File: config.mk
export PLATFORM = sky130hd
export DESIGN_NAME = vector_load_unit
export DESIGN_NICKNAME = d
export VERILOG_FILES = /design/src/rtl/vec_pkg.sv /design/src/rtl/vec_capture.sv /design/src/rtl/vector_load_unit.sv
export SDC_FILE = /design/constraint.sdc
export NUM_CORES = 1
export LEC_CHECK = 0
export ABC_AREA = 1
export BUFFER_PORTS_ARGS = -buffer_cell sky130_fd_sc_hd__buf_2
export CORE_MARGIN = 8
export CORE_UTILIZATION = 39
export CTS_BUF_LIST = sky130_fd_sc_hd__clkbuf_8
export DETAILED_ROUTE_END_ITERATION = 10
export SYNTH_ARGS = -nofsm -noshare
export SYNTH_HDL_FRONTEND = slang
export SYNTH_SLANG_ARGS = --single-unit
File: constraint.sdc
create_clock -name clk -period 1.9 [get_ports clk]
set_clock_uncertainty 0.1 [all_clocks]
set_input_delay 0.19 -clock clk [delete_from_list [all_inputs] [get_ports clk]]
set_output_delay 0.19 -clock clk [all_outputs]
set_load 0.05 [all_outputs]
File: src/rtl/vec_pkg.sv
//------------------------------------------------------------------------------
// vec_pkg : constants and FSM states shared by the vector load unit
//           and the downstream vector register.
// Rev 1.0
//------------------------------------------------------------------------------
`default_nettype none

package vec_pkg;
   localparam int LANES = 16;
   localparam int DW    = 32;
   localparam int AW    = 32;

   typedef enum logic [1:0] {
      IDLE  = 2'd0,
      FETCH = 2'd1,
      LOAD  = 2'd2
   } state_t;
endpackage

`default_nettype wire

File: src/rtl/vec_capture.sv
//------------------------------------------------------------------------------
// vec_capture : LANES x DW register bank, one lane written per cycle.
// Rev 1.0
//------------------------------------------------------------------------------
`default_nettype none

module vec_capture
   import vec_pkg::*;
#(
   parameter int LANES = vec_pkg::LANES,
   parameter int DW    = vec_pkg::DW,
   parameter int IW    = (LANES > 1) ? $clog2(LANES) : 1
) (
   input  logic                clk,
   input  logic                rst_n,
   input  logic                we,
   input  logic [IW-1:0]       idx,
   input  logic [DW-1:0]       wdata,
   output logic [LANES*DW-1:0] vec
);

   // Packed layout puts lane i at bits [i*DW +: DW] of vec.
   logic [LANES-1:0][DW-1:0] r_bank;

   always_ff @(posedge clk or negedge rst_n) begin
      if (!rst_n) begin
         r_bank <= '0;
      end else if (we) begin
         r_bank[idx] <= wdata;
      end
   end

   assign vec = r_bank;

endmodule

`default_nettype wire

File: src/rtl/vector_load_unit.sv
//------------------------------------------------------------------------------
// vector_load_unit : strided gather of LANES words into a vector register.
// Rev 1.0
//------------------------------------------------------------------------------
`default_nettype none

module vector_load_unit
   import vec_pkg::*;
#(
   parameter int LANES = vec_pkg::LANES,
   parameter int DW    = vec_pkg::DW,
   parameter int AW    = vec_pkg::AW
) (
   input  logic                clk,
   input  logic                rst_n,
   input  logic                start,
   input  logic [AW-1:0]       base_addr,
   input  logic [AW-1:0]       stride,
   output logic                busy,
   output logic                done,
   output logic                mem_req,
   output logic [AW-1:0]       mem_addr,
   input  logic                mem_gnt,
   input  logic                mem_rvalid,
   input  logic [DW-1:0]       mem_rdata,
   output logic [LANES*DW-1:0] vec_out,
   output logic                load
);

   localparam int CW = $clog2(LANES + 1);
   localparam int IW = (LANES > 1) ? $clog2(LANES) : 1;

   state_t        r_state;
   logic [AW-1:0] r_stride;
   logic [CW-1:0] r_issue_cnt;
   logic [CW-1:0] r_recv_cnt;
   logic          w_capture;

   // Responses are only accepted while a fetch still expects data.
   assign w_capture = (r_state == FETCH) && mem_rvalid && (r_recv_cnt != CW'(LANES));

   always_ff @(posedge clk or negedge rst_n) begin
      if (!rst_n) begin
         r_state     <= IDLE;
         r_stride    <= '0;
         r_issue_cnt <= '0;
         r_recv_cnt  <= '0;
         busy        <= 1'b0;
         done        <= 1'b0;
         load        <= 1'b0;
         mem_req     <= 1'b0;
         mem_addr    <= '0;
      end else begin
         done <= 1'b0;
         load <= 1'b0;
         case (r_state)
            IDLE: begin
               if (start) begin
                  r_state     <= FETCH;
                  r_stride    <= stride;
                  r_issue_cnt <= '0;
                  r_recv_cnt  <= '0;
                  busy        <= 1'b1;
                  mem_req     <= 1'b1;
                  mem_addr    <= base_addr;
               end
            end
            FETCH: begin
               // Running sum equals base + issue_cnt*stride modulo 2^AW.
               if (mem_req && mem_gnt) begin
                  r_issue_cnt <= r_issue_cnt + 1'b1;
                  mem_addr    <= mem_addr + r_stride;
                  if (r_issue_cnt == CW'(LANES - 1)) begin
                     mem_req <= 1'b0;
                  end
               end
               if (w_capture) begin
                  r_recv_cnt <= r_recv_cnt + 1'b1;
               end
               if (r_recv_cnt == CW'(LANES)) begin
                  r_state <= LOAD;
                  load    <= 1'b1;
                  done    <= 1'b1;
               end
            end
            LOAD: begin
               r_state <= IDLE;
               busy    <= 1'b0;
            end
            default: begin
               r_state <= IDLE;
               busy    <= 1'b0;
               mem_req <= 1'b0;
            end
         endcase
      end
   end

   vec_capture #(
      .LANES (LANES),
      .DW    (DW),
      .IW    (IW)
   ) u_capture (
      .clk   (clk),
      .rst_n (rst_n),
      .we    (w_capture),
      .idx   (r_recv_cnt[IW-1:0]),
      .wdata (mem_rdata),
      .vec   (vec_out)
   );

endmodule

`default_nettype wire

**Word-level counts from Yosys, hierarchy flattened**

Cells that the tools add are included.

- Bits of input ports: 101
- Bits in registers: 591
- Output and inout port bits: 548
- Word-level logic and storage cells: 74

- Eq/ne operators: 10
- Add/subtract/negate cells: 3
- Reductions and logical operators: 12
- Order comparisons: 2
- Bitwise operators: 2
- Mux-type cells: 21

Operator list:

| kind | count |
|---|---|
| $bwmux W512 | 1 |
| $demux W32 S4 | 1 |
| $mux W32 | 3 |
| $pmux W32 S2 | 1 |
| $add A32 B32 Y32 | 1 |
| $pmux W5 S2 | 2 |
| $mux W5 | 3 |
| $add A5 B1 Y5 const B | 2 |
| $ne A2 B1 Y1 const B | 4 |
| $reduce_and A2 Y1 | 3 |
| $reduce_and A3 Y1 | 2 |
| $eq A5 B4 Y1 const B | 1 |
| $eq A5 B5 Y1 const B | 1 |
| $lt A4 B5 Y1 const B | 1 |
| $mux W1 | 5 |
| $ne A5 B5 Y1 const B | 1 |
| $ge A4 B1 Y1 const B | 1 |
| $logic_and A1 B1 Y1 | 4 |
| $mux W2 | 2 |
| $pmux W2 S2 | 1 |
| $reduce_and A4 Y1 | 1 |
| $pmux W1 S3 | 1 |
| $eq A2 B1 Y1 const B | 1 |
| $eq A2 B2 Y1 const B | 1 |
| 5 further kinds | 6 |

**Longest topological paths before layout**

Gate-level depths: netlist (run 1).

- Word-level depth: 5
- Gate-level depth with buffers: 15
- Gate-level depth less buffers: 15

**Cells and area by module**

A second synthesis (run 1) with hierarchy kept.

- Cells, all modules: 3,348
- Area, all modules: 26,859.5 um^2

By module, submodules not included:

| module | instances | area each (um^2) | cells an instance | sequential area each (um^2) |
|---|---|---|---|---|
| vec_capture | 1 | 21,127.8 | 2,442 | 12,812.3 |
| vector_load_unit | 1 | 5,731.7 | 906 | 1,976.9 |

**Worst setup path after synthesis (run 1)**

Ideal clock, no wire load.

- Path type: flip-flop to flip-flop
- From: reg mem_addr[0]
- To: reg mem_addr[20]
- Slack: -0.371 ns
- Library setup time: 0.118 ns
- Buffers on the path: 0
- Period minus slack after synthesis: 2.271 ns
- Arrival: 2.053 ns
- Data required time: 1.682 ns
- Cell stages (with the launch flop): 13
- Cell sequence: dfrtp_1 -> ha_1 -> fa_1 -> nand3_1 -> nand3_1 -> nand3_1 -> nand3_1 -> nand3_1 -> nand2_1 -> nand2_1 -> nand3_1 -> nand2_1 -> nand2_1

- Word-level cells in the longest chain between the ends: 3

RTL lines:

| what | RTL line | text |
|---|---|---|
| start, declared | vector_load_unit.sv:22 | `output logic [AW-1:0] mem_addr,` |
| start signal, assigned | vector_load_unit.sv:65 | `mem_addr <= base_addr;` |
| start signal, assigned | vector_load_unit.sv:72 | `mem_addr <= mem_addr + r_stride;` |
| $add A32 B32 Y32 | vector_load_unit.sv:72 |  |
| $mux W32 | vector_load_unit.sv:70 | `if (mem_req && mem_gnt) begin` |
| $pmux W32 S2 | vector_load_unit.sv:56 | `case (r_state)` |

No other way between the ends. The select of a mux whose other input is x is not followed.
A chain may end at the register's enable or synchronous reset.

**Final worst setup path (run 1)**

- From: reg r_recv_cnt[1]
- To: reg u_capture.r_bank (netlist bit u_capture.vec[453])

- Word-level cells in the longest chain between the ends: 5
- Elaborated cells between the ends (all ways): 8
- Those cells by class: 2 x order compare; 1 x eq/ne; 3 x mux; 2 x reduce/logical

RTL lines:

| what | RTL line | text |
|---|---|---|
| start, declared | vector_load_unit.sv:36 | `logic [CW-1:0] r_recv_cnt;` |
| start signal, assigned | vector_load_unit.sv:78 | `r_recv_cnt <= r_recv_cnt + 1'b1;` |
| $lt A4 B5 Y1 (implied by the code) or $ge A4 B1 Y1 (tied branches) | vec_capture.sv:29 | `r_bank[idx] <= wdata;` |
| $logic_and A1 B1 Y1 (implied by the code) | vec_capture.sv:29 |  |
| $mux W32 (implied by the code) | vec_capture.sv:29 |  |
| $demux W32 S4 | - |  |
| $bwmux W512 | vec_capture.sv:29 |  |
| end signal, assigned by index | vec_capture.sv:29 |  |
| end, declared | vec_capture.sv:23 | `logic [LANES-1:0][DW-1:0] r_bank;` |

Several ways; a longest one is shown, not always the timed one.

==> results.ini, run 1 <==
[status]
status = finished, violations left
violations = negative setup slack

[placement]
port_buffers = 648
place_congestion = 0.938
place_inst = 4142
dp_hpwl_um = 69500

[clocking]
cts_buffer_depth = 3
cts_inserted_buffers = 100
clock-root-buffer = clkbuf_8
clk_latency_ns = 0.70
cts_tree = yes
clock-sinks = 591
cts.clk_slew.worst_paths_ns = 0.06
cts.htree.levels = 3

[global_routing]
grt_max_degree = 63
grt_usage = 0.279
busiest_layer = met2
use_met3 = 0.0779
grt_antenna_before_repair = 2
grt_pass1_vias = 24060
grt_pass1_wl_um = 151000
use_met1 = 0.339
use_met2 = 0.457
grt_overflow_total = 0

[run]
drv_cap = 0

[cells_and_area]
nets = 3788
area_delta_synth_final_pct = 52.0
nFillCells = 5197
fin_cells = 4522
drive_above_1_share = 0.411
multi_input_area_um2 = 9710
register_area_um2 = 14800
post-route-util = 0.596

[floorplan]
top_level_ports = 649
core_area_um2 = 61400
die_x_um = 264
row_count = 91
initial_core_util = 0.392
dieHeight_um = 264
dieArea_um2 = 69900

[yosys]
ys_warn_count = 0
synthesis.nets = 2764
post-synth-top-area-cell = dfrtp_1
synthTopCellsByArea = dfrtp_1, nand2_1, o21ai_0
syn_inst = 2625
syn_avg_cell_area_um2 = 9.17
synthArstFlopShare = 1.00
ys.flop_type = dfrtp_1
yosysSeqAreaShare = 0.614
syn_area_um2 = 24100
synth-seq-cells = 591
synth_cell_types = 37
yosysTopAreaCellShare = 0.614
synth_edf_count = 0

[sta]
setup_violations = 475
period_minus_slack_ns = 2.06
tightest_slew_ns = 0.821
post-route-period-util = 1.08
postLayoutSetupSlackWorst_ns = -0.159
grt_setup_unrepaired = true
clock.fmax_mhz = 486
relSlewSlack = 0.452
slew_violations = 0
hold_viol_final = 0

[critical_path]
cp_data_required_time_ns = 2.37
cp_max_fo = 16
critPathLaunchType = flop
crit_path_end_kind = flop
crit_type = flop to flop
crit_arrival_ns = 2.53

[drt]
drtIter0Drc = 1757
drc = 0
routedWlPerCell_um = 22.8
drt_wl_total_um = 103000
vias_per_cell = 5.18
dr.pass1.iters = 6
postRouteAntennaNets = 0
via_count = 23403

[hold_path]
min_path_type = input pin to async pin

## critical path: stages (launching register included)
cell	delay, ns
dfrtp_1	0.40
inv_2	0.09
ha_4	0.14
inv_4	0.04
nor3_4	0.12
nand2_2	0.10
nand3_4	0.13
inv_6	0.06
buf_12	0.13
buf_6	0.11
nand3_4	0.07
buf_4	0.18
clkbuf_16	0.18
o21ai_0	0.09
## cells in the mapped netlist (5+ instances only)
master	n
nand2_1	899
dfrtp_1	591
o21ai_0	515
inv_1	154
nor2_1	92
clkbuf_1	73
a21oi_1	56
nand3_1	51
buf_2	50
ha_1	37
buf_4	25
o21ai_1	16
nand4_2	8
xor2_1	6
nand4_1	5
nor3_1	5
xnor2_1	5
## logic make-up (layout without fill, tap and decap cells)
| group | Yosys count | after routing | share of synthesized area |
|---|---|---|---|
| other | 0 | 2 | 0 |
| flip-flops | 591 | 591 | 0.614 |
| adder cells (fa/ha/maj) | 38 | 38 | 0.0201 |
| AND/OR/NAND/NOR | 1073 | 1073 | 0.179 |
| XOR/XNOR | 11 | 11 | 0.00400 |
| buffers and inverters | 314 | 1419 | 0.0568 |
| AO/OA/AOI/OAI | 598 | 598 | 0.125 |
## state kept, by name (all words and copies together) (netlist names)
name	flops
mem_addr	32
r_recv_cnt	5
busy	1
u_capture.vec	512
r_state	2
r_stride	32
r_issue_cnt	5
mem_req	1
load	1
## layout by cell type (no fill, tap or decap), types with 6 or more instances in the layout
master	netlist	layout
o21ai_0	515	293
clkbuf_8	0	126
buf_6	2	21
nor2_2	0	10
nand3_1	51	30
dlygate4sd3_1	0	99
dfrtp_1	591	561
inv_1	154	178
dfrtp_2	0	30
clkinv_2	0	6
buf_16	0	21
ha_4	0	30
o21ai_1	16	182
inv_2	4	18
buf_4	25	196
nand4_4	3	11
o21ai_2	0	55
xor2_1	6	6
a21oi_1	56	43
buf_12	1	72
nor2_4	1	11
a21oi_2	0	12
nand2_1	899	705
nor2_1	92	72
nand3_2	1	15
nand3_4	4	11
nand2_4	0	54
clkbuf_16	0	13
buf_2	50	647
nand2_2	2	141
ha_1	37	6
## layer usage
layer  up-vias  routed length [µm]
met2      1100               48600
met4         0                5870
met1     11468               40000
met5         -                   0
met3       298                8730
li1      10537                   -
## what timing repair did
action                      CTS  global route
hold buffers                100             0
hold endpoints to repair   1153             0
pin swaps                    21            76
gates resized for setup     348           300
buffers inserted             39            22
setup endpoints to repair   474           542
gates cloned                 27            15
## stage by stage
step           TNS (ns)  setup WS (ns)  area, µm²  hold slack (ns)
5_1_grt          -92.28         -0.286      36600           0.0540
4_1_cts          -31.55         -0.167      35300           0.0116
3_5_place_dp     -31.03         -0.248      30300        -0.000555
3_3_place_gp     -18.88         -0.196      30300          0.00260
2_1_floorplan     -1.27        -0.0934      24400           -0.206
6_report         -28.65         -0.159      36600           0.0629
## path summary, 6_finish.rpt
path	start	end	slack, ns	depth (start not counted)
worst max-delay path	r_recv_cnt[1]$_DFFE_PN0P_	u_capture.vec[453]$_DFFE_PN0P_	-0.16	13
worst min-delay path	rst_n	mem_addr[13]$_DFFE_PN0P_	0.06	3
worst max register to register	r_recv_cnt[1]$_DFFE_PN0P_	u_capture.vec[453]$_DFFE_PN0P_	-0.16	13
worst min register to register	u_capture.vec[315]$_DFFE_PN0P_	u_capture.vec[315]$_DFFE_PN0P_	0.38	2
max in group asynchronous	rst_n	u_capture.vec[137]$_DFFE_PN0P_	1.07	4
min in group clk	mem_rdata[25]	u_capture.vec[313]$_DFFE_PN0P_	0.10	3
## final cells by class
type	instances	area share
timing repair buffer	1074	0.228
inverter	161	0.0169
clock buffer	126	0.0474
sequential	591	0.405
tap	790	0.0270
timing repair inverter	1	0.000103
multi-input combinational	1720	0.265
clock inverter	57	0.00974
antenna	2	0.000137
Power of run 1 is left out: the tool's default activity adds up to more than one toggle a clock period on the data nets, which glitch-free logic cannot reach.
==> run 2: changes to the inputs <==
PLACE_DENSITY = 0.68   (was default)
==> run 2 against run 1 <==
Against the previous run: the run still ends with negative setup slack left; hold slack gained 0.067 ns; non-clock buffer count shrank 48; critical path depth unchanged; first-iteration DRC count is 14% higher; via count is essentially flat; global-route usage shrank 2.0 points; sequential cell count unchanged; core utilization decreased by 0.21 points; fmax down 2.6%; register-to-register slack lost 0.06 ns; die area is the same; critical path type unchanged; critical endpoint is now u_capture.vec[394]$_DFFE_PN0P_; largest cell class unchanged.
==> results.ini, run 2 (synthesis results as in run 1) <==
[status]
status = finished, violations left  ; unchanged
violations = negative setup slack  ; unchanged

[floorplan]
die_x_um = 264  ; unchanged
dieHeight_um = 264  ; unchanged
initial_core_util = 0.392  ; unchanged
top_level_ports = 649  ; unchanged
core_area_um2 = 61400  ; unchanged
dieArea_um2 = 69900  ; unchanged
row_count = 91  ; unchanged

[critical_path]
cp_data_required_time_ns = 2.31  ; was 2.37 ns
r2r_start = r_recv_cnt[1]$_DFFE_PN0P_  ; unchanged
cp_slowest_stage_delay_ns = 0.38  ; was 0.40 ns
startpoint = r_recv_cnt[1]$_DFFE_PN0P_  ; unchanged
path_cells = inv_2 > ha_4 > inv_2 > nor3_4 > nand2_2 > nand3_4 > inv_6 > buf_6 > nand3_4 > buf_4 > buf_12 > nand2_2 > o21ai_1  ; was inv_2 > ha_4 > inv_4 > nor3_4 > nand2_2 > nand3_4 > inv_6 > buf_12 > buf_6 > nand3_4 > buf_4 > clkbuf_16 > o21ai_0
r2r_cells = 13  ; unchanged
cp_max_fo = 8  ; was 16
crit_path_end_kind = flop  ; unchanged
crit_arrival_ns = 2.53  ; about the same
cp_slowest_cell = dfrtp_1  ; unchanged
critPathCapture = u_capture.vec[394]$_DFFE_PN0P_  ; was u_capture.vec[453]$_DFFE_PN0P_
crit_type = flop to flop  ; unchanged
reg2reg_slack_ns = -0.21  ; was -0.16 ns
critPathLaunchType = flop  ; unchanged
r2r_end = u_capture.vec[394]$_DFFE_PN0P_  ; was u_capture.vec[453]$_DFFE_PN0P_

[clocking]
clock-root-buffer = clkbuf_8  ; unchanged
clock-sinks = 591  ; unchanged
cts_inserted_buffers = 97  ; was 100
cts.clk_slew.worst_paths_ns = 0.07  ; was 0.06 ns
cts_tree = yes  ; unchanged
cts.htree.levels = 3  ; unchanged
cts_buffer_depth = 3  ; unchanged
clk_latency_ns = 0.71  ; was 0.70 ns

[global_routing]
grt_overflow_total = 0  ; unchanged
grt_pass1_wl_um = 140000  ; was 151000 µm
grt_antenna_before_repair = 2  ; unchanged
grt_pass1_vias = 22428  ; was 24060
grt_max_degree = 66  ; was 63
grt_usage = 0.260  ; was 0.279

[sta]
hold_viol_final = 0  ; unchanged
tightest_slew_ns = 0.852  ; was 0.821 ns
relSlewSlack = 0.431  ; was 0.452
slew_violations = 0  ; unchanged
clock.fmax_mhz = 473  ; was 486 MHz
post-route-period-util = 1.11  ; was 1.08
period_minus_slack_ns = 2.11  ; was 2.06 ns
grt_setup_unrepaired = true  ; unchanged
setup_violations = 385  ; was 475
holdWs_ns = 0.130  ; was 0.0629 ns
postLayoutSetupSlackWorst_ns = -0.214  ; was -0.159 ns

[cells_and_area]
nets = 3736  ; was 3788
post-route-util = 0.594  ; was 0.596
largest_reg_flops = 512  ; unchanged
drive_above_1_share = 0.412  ; was 0.411
final_common_cell = nand2_1  ; unchanged
nFillCells = 4944  ; was 5197
area_delta_synth_final_pct = 51.5  ; was 52.0%
final_cell_mix = nand2_1, buf_2, dfrtp_1  ; unchanged

[run]
drv_cap = 0  ; unchanged

[hold_path]
min_path_type = input pin to async pin  ; unchanged

[drt]
drc = 0  ; unchanged
postRouteAntennaNets = 0  ; unchanged
drtIter0Drc = 2003  ; was 1757
drt_wl_total_um = 103000  ; about the same
vias_per_cell = 5.24  ; was 5.18
routedWlPerCell_um = 23.2  ; was 22.8 µm
via_count = 23383  ; was 23403
dr.pass1.iters = 5  ; was 6

[placement]
port_buffers = 648  ; unchanged
place_congestion = 0.920  ; was 0.938
dp_hpwl_um = 65700  ; was 69500 µm

run 2: stage by stage:
step           setup TNS (ns)  cell area, µm²  setup WS (ns)  instances
2_1_floorplan           -1.27           24400        -0.0934       2625
3_5_place_dp           -21.40           29900         -0.163       4101
6_report               -34.87           36500         -0.214       4461
3_3_place_gp           -11.46           29900         -0.142       4101
5_1_grt                -79.18           36500         -0.301       4461
4_1_cts                -15.28           33700         -0.136       4391
run 2: worst min path at each step:
stage	endpoint	slack, ns	cells after the start
final	u_capture.vec[438]$_DFFE_PN0P_	0.13	3
after global routing	r_stride[16]$_DFFE_PN0P_	0.09	4
after CTS	r_stride[17]$_DFFE_PN0P_	0.04	4
after detailed placement	u_capture.vec[507]$_DFFE_PN0P_	0.05	1
after global placement	u_capture.vec[507]$_DFFE_PN0P_	0.04	1
after floorplan	busy$_DFFE_PN0P_	-0.21	0
run 2: final cells by class:
cell class | instances | area [µm²] | share of cell area
sequential | 591 | 14800 | 0.406
multi-input combinational | 1720 | 9960 | 0.273
timing repair buffer | 1026 | 8010 | 0.220
clock buffer | 120 | 1650 | 0.0453
tap | 790 | 988 | 0.0271
inverter | 161 | 609 | 0.0167
clock inverter | 51 | 422 | 0.0116
antenna | 2 | 5.00 | 0.000137
run 2: critical path, delay by kind of cell (launching register included):
kind	cells	cell delay [ns]
buffers and inverters	6	0.70
AND/OR/NAND/NOR	5	0.51
flip-flops	1	0.38
adder cells (fa/ha/maj)	1	0.16
AO/OA/AOI/OAI	1	0.05
run 2: per-layer routing:
| metal | vias to the layer above | wire length (µm) | global-route usage |
|---|---|---|---|
| met5 | - | 0 | 0 |
| met4 | 0 | 5420 | 0.116 |
| met3 | 304 | 10200 | 0.0796 |
| met2 | 1192 | 49200 | 0.421 |
| met1 | 11463 | 38500 | 0.318 |
| li1 | 10424 | - | - |
run 2: timing repair:
item,in CTS,in global routing
setup endpoints to repair,507,536
setup buffers,10,27
pin swaps,20,35
hold buffers,101,0
gates resized for setup,133,564
hold endpoints to repair,1164,0
gates cloned,8,43
Power of run 2 is left out for the same reason.
==> run 3: changes to the inputs <==
SETUP_SLACK_MARGIN = 0.05   (was default)
==> run 3 against run 2 <==
Against the previous run: the run still ends with negative setup slack left; count of clock-buffer cells in the layout grew 1; critical path depth shrank 1; via count grew 0.43%; critical endpoint is now u_capture.vec[122]$_DFFE_PN0P_; final area shrank 0.70%.
==> results.ini, run 3 (synthesis results as in run 1) <==
[placement]
port_buffers = 648  ; unchanged
pre_cts_ws_ns = -0.111  ; was -0.163 ns
dp_hpwl_um = 65800  ; was 65700 µm
place_congestion = 0.919  ; was 0.920

[sta]
tightest_slew_ns = 0.464  ; was 0.852 ns
hold_viol_final = 0  ; unchanged
clock.fmax_mhz = 492  ; was 473 MHz
setup_violations = 291  ; was 385
period_minus_slack_ns = 2.03  ; was 2.11 ns
slew_violations = 0  ; unchanged
post-route-period-util = 1.07  ; was 1.11
relSlewSlack = 0.690  ; was 0.431
grt_setup_unrepaired = true  ; unchanged
postLayoutSetupSlackWorst_ns = -0.132  ; was -0.214 ns

[critical_path]
r2r_end = u_capture.vec[122]$_DFFE_PN0P_  ; was u_capture.vec[394]$_DFFE_PN0P_
path_cells = inv_2 > ha_4 > inv_4 > nor3_4 > nand2_2 > nand3_4 > inv_8 > clkbuf_16 > nand4_4 > clkbuf_16 > nand2_2 > o21ai_0  ; was inv_2 > ha_4 > inv_2 > nor3_4 > nand2_2 > nand3_4 > inv_6 > buf_6 > nand3_4 > buf_4 > buf_12 > nand2_2 > o21ai_1
critical_path_buf_inv_count = 5  ; was 6
reg2reg_slack_ns = -0.13  ; was -0.21 ns
crit_family = buffers and inverters  ; unchanged
cp_max_fo = 16  ; was 8
cp_data_required_time_ns = 2.32  ; was 2.31 ns
crit_type = flop to flop  ; unchanged
cp_slowest_stage_delay_ns = 0.35  ; was 0.38 ns
cp.depth = 12  ; was 13
critPathCapture = u_capture.vec[122]$_DFFE_PN0P_  ; was u_capture.vec[394]$_DFFE_PN0P_
crit_arrival_ns = 2.45  ; was 2.53 ns
r2r_start = r_recv_cnt[0]$_DFFE_PN0P_  ; was r_recv_cnt[1]$_DFFE_PN0P_
crit_path_end_kind = flop  ; unchanged
critPathLaunchType = flop  ; unchanged
startpoint = r_recv_cnt[0]$_DFFE_PN0P_  ; was r_recv_cnt[1]$_DFFE_PN0P_
cp_slowest_cell = dfrtp_1  ; unchanged
r2r_cells = 12  ; was 13

[floorplan]
dieHeight_um = 264  ; unchanged
core_area_um2 = 61400  ; unchanged
die_x_um = 264  ; unchanged
dieArea_um2 = 69900  ; unchanged
row_count = 91  ; unchanged
initial_core_util = 0.392  ; unchanged
top_level_ports = 649  ; unchanged

[drt]
via_count = 23483  ; was 23383
vias_per_cell = 5.23  ; was 5.24
drt_wl_total_um = 102000  ; was 103000 µm
drc = 0  ; unchanged
postRouteAntennaNets = 0  ; unchanged
routedWlPerCell_um = 22.8  ; was 23.2 µm
dr.pass1.iters = 6  ; was 5
drtIter0Drc = 2226  ; was 2003

[global_routing]
grt_usage = 0.260  ; about the same
grt_pass1_vias = 22273  ; was 22428
grt_overflow_total = 0  ; unchanged
grt_pass1_wl_um = 140000  ; about the same
grt_antenna_before_repair = 8  ; was 2
grt_max_degree = 80  ; was 66

[cells_and_area]
multi_input_area_um2 = 9650  ; was 9960 µm²
nFillCells = 4998  ; was 4944
largest_reg_flops = 512  ; unchanged
final_common_cell = nand2_1  ; unchanged
register_area_um2 = 14800  ; about the same
nets = 3760  ; was 3736
final_cell_mix = nand2_1, buf_2, dfrtp_1  ; unchanged
drive_above_1_share = 0.408  ; was 0.412
area_delta_synth_final_pct = 50.4  ; was 51.5%

[clocking]
cts_inserted_buffers = 95  ; was 97
clk_latency_ns = 0.70  ; was 0.71 ns
cts_tree = yes  ; unchanged
clock-sinks = 591  ; unchanged
clock-root-buffer = clkbuf_8  ; unchanged
cts.clk_slew.worst_paths_ns = 0.06  ; was 0.07 ns
cts_buffer_depth = 3  ; unchanged
cts.htree.levels = 3  ; unchanged

[hold_path]
min_path_type = input pin to flop  ; was input pin to async pin
hold-path-cell-count = 4

[status]
violations = negative setup slack  ; unchanged
status = finished, violations left  ; unchanged

[run]
drv_cap = 0  ; unchanged

-- run 3: changes by cell type in the layout (fill, tap and decap cells not counted), moves of 13 or more --
cell / previous run / this run
inv_1: 174 / 155
buf_4: 151 / 193
nand2_4: 88 / 47
inv_2: 15 / 28
o21ai_2: 76 / 54
nand2_1: 682 / 718
-- run 3: worst min-delay path by stage --
| stage | start | endpoint | slack, ns |
|---|---|---|---|
| floorplan | rst_n | busy$_DFFE_PN0P_ | -0.21 |
| CTS | stride[23] | r_stride[23]$_DFFE_PN0P_ | 0.04 |
| global placement | rst_n | r_stride[19]$_DFFE_PN0P_ | 0.03 |
| finish | stride[23] | r_stride[23]$_DFFE_PN0P_ | 0.13 |
| global route | stride[26] | r_stride[26]$_DFFE_PN0P_ | 0.09 |
| detailed placement | rst_n | r_stride[19]$_DFFE_PN0P_ | 0.03 |
-- run 3: layout make-up --
cell class	instances	area share
Clock buffer	121	0.0460
Sequential cell	591	0.409
Timing Repair Buffer	1052	0.221
Antenna cell	6	0.000415
Inverter	161	0.0170
Tap cell	790	0.0273
Multi-Input combinational cell	1720	0.266
Clock inverter	52	0.0126
-- run 3: metrics by stage --
stage | hold slack (ns) | area, µm² | cells | TNS [ns] | utilization
CTS | 0.0365 | 34000 | 4431 | -11.40 | 0.553
detailed placement | 0.0344 | 30200 | 4136 | -4.22 | 0.492
global route | 0.0939 | 36200 | 4491 | -71.49 | 0.590
finish | 0.132 | 36200 | 4493 | -10.97 | 0.590
global placement | 0.0338 | 30200 | 4136 | -1.86 | 0.492
floorplan | -0.206 | 24900 | 2625 | -15.94 | -
-- run 3: what timing repair did --
item                                     CTS  global route
hold endpoints to repair                1179             0
endpoints found under the setup margin   452           541
cloned                                     6            37
buffers inserted                          15            20
pin swaps                                 30            74
resized for setup                        127           432
hold buffers                             101             0
-- run 3: routing by layer --
metal | part of all wire | wire, µm | GRT usage
met1 | 0.39 | 39900 | 0.336
met2 | 0.46 | 47000 | 0.400
met3 | 0.084 | 8640 | 0.0601
met4 | 0.068 | 6990 | 0.154
met5 | 0 | 0 | 0
-- run 3: tightest hold or removal path: stages --
cell and delay, ns:
dlygate4sd3_1 0.52, buf_2 0.09, nand2_1 0.04, nand2_1 0.05
Power of run 3 is left out for the same reason.
